[config.mk]
export PLATFORM = sky130hd
export DESIGN_NAME = mem_to_st
export DESIGN_NICKNAME = d
export VERILOG_FILES = /design/src/rtl/mem_to_st_pkg.sv /design/src/rtl/mem_to_st.sv
export SDC_FILE = /design/constraint.sdc
export NUM_CORES = 1
export LEC_CHECK = 0
export BUFFER_PORTS_ARGS = -buffer_cell sky130_fd_sc_hd__buf_2
export CORE_ASPECT_RATIO = 1.2
export CORE_UTILIZATION = 45
export CTS_CLUSTER_SIZE = 16
export DETAILED_ROUTE_END_ITERATION = 6
export PLACE_DENSITY = 0.7
export SYNTH_ARGS = -nofsm -noshare
export SYNTH_HDL_FRONTEND = slang
export SYNTH_SLANG_ARGS = --single-unit
[constraint.sdc]
create_clock -name clock -period 3.87 [get_ports clock]
set_input_delay 0.774 -clock clock [delete_from_list [all_inputs] [get_ports clock]]
set_output_delay 0.774 -clock clock [all_outputs]
set_load 0.01 [all_outputs]
[src/rtl/mem_to_st_pkg.sv]
// Shared types and constants for the memory-to-stream reader.
package mem_to_st_pkg;

    typedef enum logic [3:0] {
        IDLE      = 4'b0001,
        READ_REQ  = 4'b0010,
        WAIT_DATA = 4'b0100,
        EMIT      = 4'b1000
    } state_e;

    localparam logic CSR_BASE   = 1'b0;
    localparam logic CSR_LENGTH = 1'b1;

endpackage

[src/rtl/mem_to_st.sv]
// Reads whole memory words one at a time over Avalon-MM and replays them as a
// framed stream of OUT_WIDTH symbols, LSB slice first.
module mem_to_st
    import mem_to_st_pkg::*;
#(
    parameter int OUT_WIDTH     = 32,
    parameter int READ_WIDTH    = 256,
    parameter int ADDRESS_WIDTH = 32,
    parameter int LENGTH_WIDTH  = 16
) (
    input  logic                     clock,
    input  logic                     reset,
    input  logic                     csr_write,
    input  logic                     csr_address,
    input  logic [ADDRESS_WIDTH-1:0] csr_writedata,
    output logic                     busy,
    output logic                     mem_read,
    output logic [ADDRESS_WIDTH-1:0] mem_address,
    input  logic                     mem_waitrequest,
    input  logic [READ_WIDTH-1:0]    mem_readdata,
    input  logic                     mem_readdatavalid,
    output logic                     out_valid,
    input  logic                     out_ready,
    output logic [OUT_WIDTH-1:0]     out_data,
    output logic                     out_sop,
    output logic                     out_eop
);

    localparam int SYMBOLS_PER_READ = READ_WIDTH / OUT_WIDTH;
    localparam int IDX_WIDTH = (SYMBOLS_PER_READ > 1) ? $clog2(SYMBOLS_PER_READ) : 1;
    localparam logic [IDX_WIDTH-1:0] LAST_IDX = IDX_WIDTH'(SYMBOLS_PER_READ - 1);
    localparam logic [ADDRESS_WIDTH-1:0] WORD_BYTES = ADDRESS_WIDTH'(READ_WIDTH / 8);

    state_e                   state_q, state_d;
    logic [ADDRESS_WIDTH-1:0] base_q, base_d;
    logic [ADDRESS_WIDTH-1:0] offset_q, offset_d;
    logic [LENGTH_WIDTH-1:0]  remaining_q, remaining_d;
    logic [IDX_WIDTH-1:0]     idx_q, idx_d;
    logic [READ_WIDTH-1:0]    buffer_q, buffer_d;
    logic                     first_q, first_d;

    always_comb begin
        state_d     = state_q;
        base_d      = base_q;
        offset_d    = offset_q;
        remaining_d = remaining_q;
        idx_d       = idx_q;
        buffer_d    = buffer_q;
        first_d     = first_q;

        unique case (state_q)
            IDLE: begin
                if (csr_write) begin
                    if (csr_address == CSR_BASE) begin
                        base_d = csr_writedata;
                    end else if (csr_writedata[LENGTH_WIDTH-1:0] != '0) begin
                        remaining_d = csr_writedata[LENGTH_WIDTH-1:0];
                        offset_d    = '0;
                        idx_d       = '0;
                        first_d     = 1'b1;
                        state_d     = READ_REQ;
                    end
                end
            end
            READ_REQ: begin
                if (!mem_waitrequest) begin
                    state_d = WAIT_DATA;
                end
            end
            WAIT_DATA: begin
                if (mem_readdatavalid) begin
                    buffer_d = mem_readdata;
                    idx_d    = '0;
                    state_d  = EMIT;
                end
            end
            EMIT: begin
                if (out_ready) begin
                    remaining_d = remaining_q - 1'b1;
                    idx_d       = idx_q + 1'b1;
                    first_d     = 1'b0;
                    // Last symbol wins over word exhaustion so leftover slices are dropped.
                    if (remaining_q == LENGTH_WIDTH'(1)) begin
                        state_d = IDLE;
                    end else if (idx_q == LAST_IDX) begin
                        offset_d = offset_q + WORD_BYTES;
                        state_d  = READ_REQ;
                    end
                end
            end
            default: state_d = IDLE;
        endcase
    end

    always_ff @(posedge clock) begin
        if (reset) begin
            state_q     <= IDLE;
            base_q      <= '0;
            offset_q    <= '0;
            remaining_q <= '0;
            idx_q       <= '0;
            buffer_q    <= '0;
            first_q     <= 1'b0;
        end else begin
            state_q     <= state_d;
            base_q      <= base_d;
            offset_q    <= offset_d;
            remaining_q <= remaining_d;
            idx_q       <= idx_d;
            buffer_q    <= buffer_d;
            first_q     <= first_d;
        end
    end

    // Outputs decode registered state only, so they stay put while stalled.
    assign busy        = (state_q != IDLE);
    assign mem_read    = (state_q == READ_REQ);
    assign mem_address = mem_read ? (base_q + offset_q) : '0;
    assign out_valid   = (state_q == EMIT);
    assign out_data    = out_valid ? buffer_q[idx_q*OUT_WIDTH +: OUT_WIDTH] : '0;
    assign out_sop     = out_valid && first_q;
    assign out_eop     = out_valid && (remaining_q == LENGTH_WIDTH'(1));

endmodule

==> results_dict.tcl <==
set metrics [dict create \
    outcome "finished, final reports clean" \
    synth_edf_count 0 \
    cp_cell_sequence "ha_4 -> a21o_1 -> a211o_1 -> o21a_2 -> o2111a_1 -> or2_2 -> a21boi_1 -> xor2_1 -> nor2_1 -> buf_2" \
    drt_iter0_markers 1080 \
    syn-num-nets 2274 \
    total_power_mw 8.57 \
    finalSetupViolCount 0 \
    async_flop_share 0 \
    start_util 0.460 \
    clock_latency_ps 530 \
    grt_overflow_total 0 \
    period_minus_slack_ps 3730 \
    grt_pass1_wl_um 74500 \
    fp.dieH_um 207 \
    synth_area_leaders "dfxtp_1 (43%), nand2_1 (15%), a21oi_1 (10%)" \
    relSlewSlack 0.406 \
    finalWorstSetupSlack_ps 145 \
    ys_types 65 \
    synth_area_leader_cell "dfxtp_1" \
    numCtsBuffers 37 \
    synth-seq-cells 339 \
    drive_gt1_frac 0.241 \
    worstSetupEndpointType "output pin" \
    routed_via_density 5.38 \
    io_buffers 363 \
    grt_max_degree 153 \
    routedWlPerCell_um 17.2 \
    cts_hold_buffers 0 \
    hpwl_um 33100 \
    syn_area_um2 15800 \
    min_path_type "flop to flop" \
    synthFlopType "dfxtp_1" \
    seqCellArea_um2 6800 \
    power.density_nw_per_um2 444 \
    dp_slack_ps 446 \
    area_growth_pct 22.0 \
    cts.clk_slew.worst_paths_ps 60 \
    drcViolationCount 0 \
    cts.sinks 339 \
    timing_hold_violations_final 0 \
    critical_path_class "flop to output pin" \
    groute.usage.overall 0.257 \
    yosys_warnings 0 \
    num_vias 14700 \
    cts_tree "done" \
    antenna_found_initial 26 \
    crit_required_ps 3100 \
    clockRootBuffer "clkbuf_16" \
    cts_max_path_buffers 3 \
    synthMostInstantiatedCell "nand2_1" \
    ys_seq_area_frac 0.430 \
    worstSetupStartpointType "flop" \
    worst_pin_slew_ps 889 \
    gp_congestion 0.864 \
    htree_levels 2 \
    setup_tns_ps 0 \
    clock_skew_ps 16.7 \
    postRouteAntennaNets 0 \
    drtPass1Iterations 5 \
    synth_common_cells "nand2_1 (628), dfxtp_1 (339), a21oi_1 (331)" \
    p_leak_nw 7.23 \
    core-area_um2 34400 \
    rsz0062_at_grt "no" \
    final_nets 2558 \
    vdd_drop_max_v 0.000299 \
    placementRows 74 \
    ios 364 \
    wirelength_um 46900 \
    arrival_ps 2950 \
    multi_input_area_um2 8490 \
    layout_worst_path_cycle_share 0.963 \
    fp.dieArea_um2 35900 \
    drv_slew 0 \
    slowest_stage "dfxtp_1" \
    crit_fanout 5 \
    syn_inst 1948 \
    postCtsSetupRepairBufs 0 \
    grt_pass1_vias 14300 \
    max_freq_ghz 0.268 \
    fill_cells 3233 \
    maxCapViolations 0 \
    die_w_um 173 \
    yosysTopAreaCellShare 0.430 \
    cpPeakStageDelay_ps 390 \
    avgSynthCellArea_um2 8.11 \
]
[flip-flops by register name (all words and copies together) (netlist names)]
register	count
idx_q	3
base_q	32
remaining_q	16
offset_q	27
buffer_q	256
first_q	1
state_q	4
[cell type report]
class / count / share of cell area
diodes: 19 / 0.00247
clock buffers: 51 / 0.0572
clock inverters: 11 / 0.00578
inverters: 11 / 0.00214
multi-input cells: 1456 / 0.440
flip-flops and latches: 339 / 0.353
well taps: 456 / 0.0296
repair buffers: 387 / 0.110
[per-layer routing]
metal | GRT usage | share of wire | up-vias
met5 | 0 | 0.0020 | -
met4 | 0.0967 | 0.032 | 18
met3 | 0.0725 | 0.078 | 110
met2 | 0.426 | 0.48 | 483
met1 | 0.317 | 0.41 | 6858
li1 | - | - | 7215
[placed cells by master, fill, tap and decap left out, types with 9 or more instances in the layout]
master | synthesis | routed
a21o_1 | 9 | 9
a21oi_1 | 331 | 330
and2_1 | 11 | 10
buf_12 | 0 | 9
buf_2 | 2 | 362
buf_4 | 1 | 15
clkbuf_16 | 0 | 40
dfxtp_1 | 339 | 334
diode_2 | 0 | 19
ha_1 | 31 | 29
inv_1 | 11 | 11
mux2i_1 | 33 | 33
mux4_2 | 64 | 64
nand2_1 | 628 | 627
nand3_1 | 13 | 13
nand4_1 | 11 | 11
nor2_1 | 109 | 109
nor3_1 | 15 | 15
o21ai_0 | 39 | 38
or3_1 | 15 | 15
xnor2_1 | 11 | 11
xor2_1 | 31 | 31
[final timing paths]
check / start / endpoint / slack (ps) / cells after the start
min reg2reg: buffer_q[55] / buffer_q[55] / 450 / 2
max reg2reg: state_q[2] / offset_q[20] / 990 / 8
min: buffer_q[55] / buffer_q[55] / 450 / 2
max: base_q[11] / mem_address[21] / 140 / 10
[power breakdown]
part	switching [mW]	internal [mW]	leakage [nW]	total, mW
Clock	1.43	2.12	0.602	3.55
Combinational	0.812	0.476	3.89	1.29
Sequential	0.110	3.62	2.74	3.73
Total	2.35	6.21	7.23	8.57
[logic make-up (layout without fill, tap and decap cells)]
kind of cell    count (synthesis)  after routing  share of synthesized area
simple gates                  848            848                      0.219
xor+xnor                       42             42                     0.0233
other cells                     0             19                          0
fa+ha+maj                      31             31                     0.0245
buf+inv                       153            460                     0.0379
compound gates                438            438                      0.153
flops                         339            339                      0.430
mux                            97             97                      0.112
[metrics by stage]
step	util	hold slack [ps]	instance area, um^2	cells
after CTS	0.558	452	19200	2711
after floorplan	-	432	15800	1948
after detailed placement	0.523	445	18000	2649
after global routing	0.561	470	19300	2724
final	0.561	452	19300	2730
after global placement	0.523	439	18000	2649
[worst max-delay path, delay by kind of cell, from the launching register on]
kind / cells / cell delay [ps]
xor gates and xnor gates: 1 / 170
buffers and inverters: 1 / 140
and+or+nand+nor: 2 / 340
DFF: 1 / 390
AOI/OAI and AO/OA: 5 / 1150
adders and majority gates: 1 / 240
[what timing repair did]
action | in CTS | in global routing
resized for setup | 3 | 10
endpoints found under the setup margin | 4 | 8
pin swaps | 0 | 1
(Power assumes the default switching activity.)
